File: src/rtl/pma_region_scanner.sv
// Iterative PMA region lookup: scans the non-idempotent, execute and cached rule tables
// RULES_PER_CYCLE rules per table per cycle. Optional macro PMA_SCAN_EARLY_EXIT_EN.
package config_pkg;
  localparam int unsigned NrMaxRules = 16;

  typedef logic [NrMaxRules-1:0][63:0] rule_tbl_t;

  typedef struct packed {
    int unsigned NrNonIdempotentRules;
    rule_tbl_t   NonIdempotentAddrBase;
    rule_tbl_t   NonIdempotentLength;
    int unsigned NrExecuteRegionRules;
    rule_tbl_t   ExecuteRegionAddrBase;
    rule_tbl_t   ExecuteRegionLength;
    int unsigned NrCachedRegionRules;
    rule_tbl_t   CachedRegionAddrBase;
    rule_tbl_t   CachedRegionLength;
  } cva6_cfg_t;

  localparam cva6_cfg_t cva6_cfg_empty = '0;
endpackage

module pma_region_scanner #(
  parameter config_pkg::cva6_cfg_t CVA6Cfg = config_pkg::cva6_cfg_empty,
  parameter int unsigned RULES_PER_CYCLE = 4,
  parameter int unsigned IdWidth = 4
) (
  input  logic               clk_i,
  input  logic               rst_i,
  input  logic               flush_i,
  input  logic               req_valid_i,
  output logic               req_ready_o,
  input  logic [63:0]        req_addr_i,
  input  logic [IdWidth-1:0] req_id_i,
  output logic               rsp_valid_o,
  input  logic               rsp_ready_i,
  output logic [IdWidth-1:0] rsp_id_o,
  output logic               rsp_nonidem_o,
  output logic               rsp_exec_o,
  output logic               rsp_cached_o,
  output logic               busy_o
);

  localparam int unsigned NrNi = CVA6Cfg.NrNonIdempotentRules;
  localparam int unsigned NrEx = CVA6Cfg.NrExecuteRegionRules;
  localparam int unsigned NrCa = CVA6Cfg.NrCachedRegionRules;
  localparam int unsigned MaxA = (NrNi > NrEx) ? NrNi : NrEx;
  localparam int unsigned MaxRules = (MaxA > NrCa) ? MaxA : NrCa;
  localparam int unsigned NumChunks =
    (MaxRules == 0) ? 1 : (MaxRules + RULES_PER_CYCLE - 1) / RULES_PER_CYCLE;
  localparam int unsigned ChunkW = (NumChunks > 1) ? $clog2(NumChunks) : 1;
  localparam logic [ChunkW-1:0] LastChunk = ChunkW'(NumChunks - 1);

  typedef enum logic [1:0] {
    IDLE,
    SCAN,
    RESP
  } state_e;

  state_e             state;
  logic [63:0]        addr_q;
  logic [IdWidth-1:0] id_q;
  logic [ChunkW-1:0]  chunk_q;
  logic               acc_ni, acc_ex, acc_ca;
  logic               nxt_ni, nxt_ex, nxt_ca;
  logic               last_chunk;
  logic               scan_done;

  // Hit test over one chunk of a table; the 65-bit limit avoids wrap at the top of memory.
  function automatic logic chunk_hit(input logic [63:0] addr,
                                     input config_pkg::rule_tbl_t base,
                                     input config_pkg::rule_tbl_t len,
                                     input int unsigned nr,
                                     input logic [ChunkW-1:0] chunk);
    int unsigned first;
    int unsigned idx;
    logic        hit;
    logic [3:0]  sel;
    hit   = 1'b0;
    first = 32'(chunk) * RULES_PER_CYCLE;
    for (int unsigned i = 0; i < RULES_PER_CYCLE; i++) begin
      idx = first + i;
      sel = idx[3:0];
      if ((idx < nr) && (idx < config_pkg::NrMaxRules)) begin
        if (({1'b0, addr} >= {1'b0, base[sel]}) &&
            ({1'b0, addr} < ({1'b0, base[sel]} + {1'b0, len[sel]})))
          hit = 1'b1;
      end
    end
    return hit;
  endfunction

  always_comb begin
    nxt_ni = acc_ni | chunk_hit(addr_q, CVA6Cfg.NonIdempotentAddrBase,
                                CVA6Cfg.NonIdempotentLength, NrNi, chunk_q);
    nxt_ex = acc_ex | chunk_hit(addr_q, CVA6Cfg.ExecuteRegionAddrBase,
                                CVA6Cfg.ExecuteRegionLength, NrEx, chunk_q);
    nxt_ca = acc_ca | chunk_hit(addr_q, CVA6Cfg.CachedRegionAddrBase,
                                CVA6Cfg.CachedRegionLength, NrCa, chunk_q);
  end

  assign last_chunk = (chunk_q == LastChunk);

`ifdef PMA_SCAN_EARLY_EXIT_EN
  // All three flags are already set, so further chunks cannot change the answer.
  assign scan_done = last_chunk || (nxt_ni && nxt_ex && nxt_ca);
`else
  assign scan_done = last_chunk;
`endif

  always_ff @(posedge clk_i) begin
    if (rst_i) begin
      state       <= IDLE;
      req_ready_o <= 1'b1;
      rsp_valid_o <= 1'b0;
      busy_o      <= 1'b0;
      addr_q      <= '0;
      id_q        <= '0;
      chunk_q     <= '0;
      acc_ni      <= 1'b0;
      acc_ex      <= 1'b0;
      acc_ca      <= 1'b0;
    end else if (flush_i) begin
      state       <= IDLE;
      req_ready_o <= 1'b1;
      rsp_valid_o <= 1'b0;
      busy_o      <= 1'b0;
      chunk_q     <= '0;
    end else begin
      case (state)
        IDLE: begin
          if (req_valid_i && req_ready_o) begin
            addr_q      <= req_addr_i;
            id_q        <= req_id_i;
            chunk_q     <= '0;
            acc_ni      <= 1'b0;
            acc_ex      <= 1'b0;
            acc_ca      <= 1'b0;
            state       <= SCAN;
            req_ready_o <= 1'b0;
            busy_o      <= 1'b1;
          end
        end
        SCAN: begin
          acc_ni  <= nxt_ni;
          acc_ex  <= nxt_ex;
          acc_ca  <= nxt_ca;
          chunk_q <= chunk_q + ChunkW'(1);
          if (scan_done) begin
            state       <= RESP;
            rsp_valid_o <= 1'b1;
          end
        end
        RESP: begin
          if (rsp_ready_i) begin
            state       <= IDLE;
            rsp_valid_o <= 1'b0;
            req_ready_o <= 1'b1;
            busy_o      <= 1'b0;
          end
        end
        default: begin
          state       <= IDLE;
          req_ready_o <= 1'b1;
          rsp_valid_o <= 1'b0;
          busy_o      <= 1'b0;
        end
      endcase
    end
  end

  assign rsp_id_o      = id_q;
  assign rsp_nonidem_o = acc_ni;
  assign rsp_exec_o    = acc_ex;
  assign rsp_cached_o  = acc_ca;

endmodule
File: config.mk
export PLATFORM = sky130hd
export DESIGN_NAME = pma_region_scanner
export DESIGN_NICKNAME = d
export VERILOG_FILES = /design/src/rtl/pma_region_scanner.sv
export SDC_FILE = /design/constraint.sdc
export NUM_CORES = 1
export LEC_CHECK = 0
export CELL_PAD_IN_SITES_DETAIL_PLACEMENT = 1
export CELL_PAD_IN_SITES_GLOBAL_PLACEMENT = 2
export CORE_UTILIZATION = 10
export CTS_CLUSTER_SIZE = 8
export DETAILED_ROUTE_END_ITERATION = 16
export PLACE_DENSITY = 0.95
export SYNTH_ARGS = -nofsm -noshare
export SYNTH_HDL_FRONTEND = slang
export SYNTH_SLANG_ARGS = --single-unit
export TNS_END_PERCENT = 20
File: constraint.sdc
create_clock -name clk_i -period 1 [get_ports clk_i]
set_input_delay 0.15 -clock clk_i [delete_from_list [all_inputs] [get_ports clk_i]]
set_output_delay 0.15 -clock clk_i [all_outputs]
set_load 0.01 [all_outputs]
==> flow_summary.yaml, run 1 <==
status:
  status: "complete, but fails checks"
  violated_checks: "setup timing"
worst_setup_path:
  worstRegToRegCells: 3
  cp.required_ns: 1.16
  timing.critical_path.fanout_max: 8
  critical_path.reg2reg.startpoint: "state[1]$_SDFFE_PP0P_"
  timing.setup.critical_path_class: "reg2reg"
  worstSetupEndpointType: "flop"
  crit_arrival_ns: 1.19
  reg2reg_end: "busy_o$_SDFFE_PP0P_"
  r2r_slack_ns: -0.02
  critical_path.startpoint_type: "flop"
drt:
  drt_pre_antenna_iters: 4
  routed_wl_um: 1178
  drc: 0
  ant_nets: 0
  via_count: 425
  drt_iter0_drc: 19
  routed_wire_length_per_instance_um: 8.068
  drt-vias-per-instance: 2.911
global_routing:
  grt_antenna_before_repair: 0
  grt_max_degree: 9
  grt_first_pass_wirelength_um: 1938
  grt_usage: 0.05108
  vias_in_the_first_global_route: 424
  overflow: 0
layout:
  postLayoutCellArea_um2: 809.5
  drive_gt1_frac: 0.2911
  seqCellArea_um2: 209.0
  final_standard_cell_utilization_of_the_core: 0.1714
  diodes: 0
  layout.filler_cells: 566
  fin_cells: 146
  area_growth_pct: 64.63
  finalNetCount: 153
  combined_area_of_the_multi_input_logic_cells_um2: 261.5
clock_tree:
  total_number_of_h_tree_levels: 1
  cts_max_path_buffers: 2
  path_clk_slew_ns: 0.05
  tritoncts: "built"
  cts_buffers: 3
  clk_latency_ns: 0.24
  clock-root-buffer: "sky130_fd_sc_hd__clkbuf_8"
  cts.sinks: 10
pwr:
  p_leak_uw: 0.0003061
  power.net_switching_uw: 244.1
  worst_ir_drop_vdd_mv: 0.4477
  power_density_mw_per_mm2: 1354
  power.clock.fraction: 0.464
  p_int_uw: 852.3
  power.switching_fraction: 0.2227
  power.combinational.fraction: 0.144
  totalPowerFinal_uw: 1096
  share_seq_of_total_power: 0.391
hold_path:
  min_delay_path_depth: 3
  holdPathEnd: "rsp_valid_o$_SDFFE_PP0P_"
  hold_path.startpoint: "flush_i"
  kind_of_path_behind_the_tightest_hold_check: "in2reg"
placed_design:
  gp_congestion: 0.6792
  dp_hpwl_um: 844
  dpl.cell_count: 141
  placed_area_um2: 749.5
  portBuffers: 15
logic_synthesis:
  yosysUniqueCellTypes: 19
  ys_seq_elements: 10
  number_of_warnings_printed_during_yosys_synthesis: 0
  syn-mean-instance-area_um2: 8.940
  synth.top_cells.by_area: "sky130_fd_sc_hd__dfxtp_1, sky130_fd_sc_hd__nand2b_1, sky130_fd_sc_hd__mux2i_1"
  yosysTopAreaCell: "sky130_fd_sc_hd__dfxtp_1"
  synth_top_area_frac: 0.4071
  post_synth_design_cell_area_um2: 491.7
  synthesis.instances: 55
  yosysSeqAreaShare: 0.4071
job:
  maxCapViolations: 0
sta:
  slew_violations: 0
  fin_skew_ns: 0.0009578
  timing_hold_violations_final: 0
  setup-violations-final: 3
  tcrit_tclk_final: 1.022
  finalSetupTns_ns: -0.04966
  fmaxAchievable_ghz: 0.9783
  rsz_0062_raised_after_global_routing: "true"
  worst_slack_ns: -0.02221
  post-route-min-period_ns: 1.022
floorplanning:
  design.die.area_mm2: 0.005201
  chipWidth_um: 72.12
  fp.coreArea_mm2: 0.004723
  row_count: 25
  starting_density_of_the_core: 0.1041
  floorplan.io_pins: 83
  floorplan.die.height_um: 72.12
==> metrics by stage <==
stage	hold slack, ns	worst slack, ns
detailed placement	0.4588	-0.4007
finish	0.4582	-0.02221
global placement	0.4568	-0.3530
CTS	0.4549	-0.03758
global route	0.4885	-0.1062
floorplan	0.3047	-0.06299
==> Yosys cell counts (all sizes together) <==
master and n:
mux2i 4, or3b 1, buf 5, nor2 3, o21bai 1, nand2 5
o21a 1, a21oi 5, or3 1, dfxtp 10, nor3 1, a31oi 1
or2 2, nor4 1, nand2b 10, o21ai 2, conb 1, clkbuf 1
==> state kept, by name, indices dropped and copies added (netlist names) <==
| name | flops |
|---|---|
| req_ready_o | 1 |
| state | 2 |
| rsp_valid_o | 1 |
| rsp_id_o | 4 |
| busy_o | 1 |
| chunk_q | 1 |
==> power by group through the flow <==
| stage | Clock, uW | Combinational (uW) | Sequential [uW] |
|---|---|---|---|
| floorplan | 0 | 79.4 | 441 |
| global placement | 0 | 161 | 440 |
| detailed placement | 0 | 164 | 439 |
| global route | 559 | 175 | 431 |
| CTS | 540 | 155 | 432 |
| finish | 509 | 158 | 429 |
==> critical path, stage by stage, from the launching register on <==
cell and delay [ns]:
sky130_fd_sc_hd__dfxtp_2 0.33, sky130_fd_sc_hd__buf_4 0.16, sky130_fd_sc_hd__or3_1 0.34, sky130_fd_sc_hd__a31oi_1 0.13
==> layout by cell type (no fill, tap or decap) <==
master,netlist,final
sky130_fd_sc_hd__clkdlybuf4s50_1,0,6
sky130_fd_sc_hd__dlygate4sd2_1,0,2
sky130_fd_sc_hd__nand2_4,0,1
sky130_fd_sc_hd__dfxtp_4,0,2
sky130_fd_sc_hd__or2_2,2,2
sky130_fd_sc_hd__mux2i_1,4,4
sky130_fd_sc_hd__dfxtp_1,10,7
sky130_fd_sc_hd__nor4_4,1,1
sky130_fd_sc_hd__nor3_1,1,1
sky130_fd_sc_hd__or3_1,1,1
sky130_fd_sc_hd__a31oi_1,1,1
sky130_fd_sc_hd__buf_4,4,9
sky130_fd_sc_hd__conb_1,1,3
sky130_fd_sc_hd__clkbuf_8,0,4
sky130_fd_sc_hd__o21ai_1,0,2
sky130_fd_sc_hd__nand2_1,5,4
sky130_fd_sc_hd__clkdlybuf4s15_1,0,4
sky130_fd_sc_hd__o21bai_1,1,1
sky130_fd_sc_hd__o21a_1,1,1
sky130_fd_sc_hd__or3b_1,1,1
sky130_fd_sc_hd__nand2b_1,10,10
sky130_fd_sc_hd__dfxtp_2,0,1
sky130_fd_sc_hd__a21oi_1,5,5
sky130_fd_sc_hd__clkbuf_2,0,3
sky130_fd_sc_hd__nor2_1,3,3
==> routing by layer <==
layer,GRT usage,vias to the layer above,wire [um]
li1,-,225,-
met1,0.06498,181,583
met2,0.06646,19,491
met3,0.03472,0,103
met4,0.01961,0,0
met5,0,-,0
==> cell type report <==
| class | count | area share |
|---|---|---|
| repair buffers | 24 | 0.2473 |
| flip-flops and latches | 10 | 0.2581 |
| clock buffers | 4 | 0.06801 |
| multi-input cells | 41 | 0.3230 |
| well taps | 67 | 0.1036 |
==> cells by family (layout without fill, tap and decap cells) <==
group | after synthesis | after routing | synth area share
AND/OR/NAND/NOR | 24 | 24 | 0.2977
buffers and inverters | 6 | 28 | 0.09160
multiplexers | 4 | 4 | 0.08143
flip-flops | 10 | 10 | 0.4071
other | 1 | 3 | 0.007626
AO/OA/AOI/OAI | 10 | 10 | 0.1145
==> worst max path at each step <==
| stage | start | end | slack, ns |
|---|---|---|---|
| 2_1_floorplan | state[1]$_SDFFE_PP0P_ | rsp_id_o[0]$_SDFFE_PP0P_ | -0.06 |
| 3_3_place_gp | req_valid_i | rsp_id_o[2]$_SDFFE_PP0P_ | -0.35 |
| 3_5_place_dp | req_valid_i | rsp_id_o[0]$_SDFFE_PP0P_ | -0.40 |
| 4_1_cts | state[0]$_SDFFE_PP0P_ | rsp_id_o[1]$_SDFFE_PP0P_ | -0.04 |
| 5_1_grt | state[1]$_SDFFE_PP0P_ | rsp_id_o[1]$_SDFFE_PP0P_ | -0.11 |
| 6_report | state[1]$_SDFFE_PP0P_ | busy_o$_SDFFE_PP0P_ | -0.02 |
==> repair_timing <==
action,4_1_cts,5_1_grt
gates cloned,0,0
pin swaps,0,0
resized for setup,14,13
hold buffers,0,0
buffers inserted,0,1
endpoints found under the setup margin,15,16
Power figures use the tool's default switching activity.
==> run 2: changes to the inputs <==
- CORE_MARGIN: unset -> 2
==> run 2 against run 1 <==
Against the previous run: critical path type unchanged; largest power group is now registers; setup slack improved by 0.00069 ns; non-clock buffer count did not move; the run still ends with setup timing left; clock-buffer cell count fell by 1; power fell by 8.0%; global-route usage fell by 0.52 points.
==> flow_summary.yaml, run 2 (synthesis results as in run 1) <==
status:
  status: "complete, but fails checks"
  violated_checks: "setup timing"
drt:
  routed_wl_um: 1175
  via_count: 439
  routed_wire_length_per_instance_um: 8.103
  drt-vias-per-instance: 3.028
  drc: 0
  drt_pre_antenna_iters: 2
  ant_nets: 0
  drt_iter0_drc: 5
pwr:
  totalPowerFinal_uw: 1009
  worst_ir_drop_vdd_mv: 0.4376
  power_density_mw_per_mm2: 1248
  p_leak_uw: 0.0003095
layout:
  diodes: 0
  fin_cells: 145
  finalNetCount: 153
  area_growth_pct: 64.38
  drive_gt1_frac: 0.3077
  final_common_cell: "sky130_fd_sc_hd__nand2b_1"
  largest_register_ffs: 4
  layout_common_cells: "sky130_fd_sc_hd__nand2b_1, sky130_fd_sc_hd__buf_4, sky130_fd_sc_hd__dfxtp_1"
placed_design:
  portBuffers: 15
  dp_hpwl_um: 853.7
  dp_worst_setup_slack_ns: -0.3661
  dpl.cell_count: 141
  gp_congestion: 0.7008
floorplanning:
  floorplan.die.height_um: 74.12
  row_count: 25
  floorplan.io_pins: 83
  starting_density_of_the_core: 0.1041
  chipWidth_um: 74.12
  design.die.area_mm2: 0.005494
  fp.coreArea_mm2: 0.004723
worst_setup_path:
  worstRegToRegCells: 3
  critical_path.startpoint_type: "flop"
  worstSetupEndpointType: "flop"
  timing.critical_path.fanout_max: 9
  timing.setup.critical_path_class: "reg2reg"
  crit_arrival_ns: 1.18
  cp.required_ns: 1.16
global_routing:
  grt_usage: 0.04584
  vias_in_the_first_global_route: 378
  grt_first_pass_wirelength_um: 1738
  grt_max_degree: 10
  grt_antenna_before_repair: 0
  overflow: 0
sta:
  fin_skew_ns: 0.001595
  setup-violations-final: 2
  rsz_0062_raised_after_global_routing: "true"
  slew_violations: 0
  worst_slack_ns: -0.02153
  timing_hold_violations_final: 0
  post-route-min-period_ns: 1.022
  fmaxAchievable_ghz: 0.9789
  tcrit_tclk_final: 1.022
hold_path:
  kind_of_path_behind_the_tightest_hold_check: "in2reg"
  min_delay_path_depth: 3
clock_tree:
  cts_hold_repair.buffers: 0
  clock-root-buffer: "sky130_fd_sc_hd__clkbuf_8"
  cts_max_path_buffers: 2
  path_clk_slew_ns: 0.05
  cts.sinks: 10
  total_number_of_h_tree_levels: 1
  cts_buffers: 3
  tritoncts: "built"
  clk_latency_ns: 0.23
job:
  maxCapViolations: 0
==> run 2: metrics by stage <==
stage / util / TNS [ns] / hold slack, ns / instance area [um2]
after CTS: 0.1666 / -0.1262 / 0.4541 / 787.0
final: 0.1711 / -0.03757 / 0.3032 / 808.3
after global placement: 0.1587 / -2.666 / 0.4563 / 749.5
after global routing: 0.1711 / -0.2945 / 0.3269 / 808.3
after detailed placement: 0.1587 / -2.762 / 0.4593 / 749.5
after floorplan: - / -0.2519 / 0.3047 / 504.2
==> run 2: final timing paths <==
kind | startpoint | end | slack, ns
max | state[1]$_SDFFE_PP0P_ | busy_o$_SDFFE_PP0P_ | -0.02
min reg2reg | rsp_valid_o$_SDFFE_PP0P_ | rsp_valid_o$_SDFFE_PP0P_ | 0.46
min | rsp_ready_i | busy_o$_SDFFE_PP0P_ | 0.30
max reg2reg | state[1]$_SDFFE_PP0P_ | busy_o$_SDFFE_PP0P_ | -0.02
==> run 2: worst max-delay path: stages, from the launching register on <==
cell	delay, ns
sky130_fd_sc_hd__dfxtp_2	0.33
sky130_fd_sc_hd__buf_4	0.16
sky130_fd_sc_hd__or3_1	0.34
sky130_fd_sc_hd__a31oi_1	0.13
==> run 2: per-layer routing <==
metal / part of all wire / track usage / vias up / wire [um]
met4: 0.013 / 0.02424 / 0 / 15
met5: 0 / 0 / - / 0
li1: - / - / 225 / -
met2: 0.40 / 0.05556 / 19 / 470
met3: 0.10 / 0.03659 / 6 / 117
met1: 0.49 / 0.05614 / 189 / 572
==> run 2: final cells by class <==
type,count,area [um2]
Clock buffer,3,41.29
Fill cell,567,3915
Multi-Input combinational cell,41,271.5
Sequential cell,10,209.0
Tap cell,67,83.83
Timing Repair Buffer,24,202.7
==> run 2: report_power, final <==
part | leakage [uW] | switching [uW] | internal (uW) | total, uW
sequential | 0.0000828 | 14.1 | 415 | 429
combinational | 0.000205 | 69.0 | 95.3 | 164
clock | 0.0000216 | 152 | 263 | 415
total | 0.000309 | 235 | 774 | 1010
==> run 2: what timing repair did <==
action / 4_1_cts / 5_1_grt
setup buffers: 0 / 1
setup endpoints to repair: 14 / 16
resized for setup: 14 / 15
pin swaps: 1 / 2
==> run 3: changes to the inputs <==
- CTS_CLUSTER_DIAMETER: unset -> 150
==> results of run 3 <==
No change in the layout: final DEF, timing and power equal those of run 2.
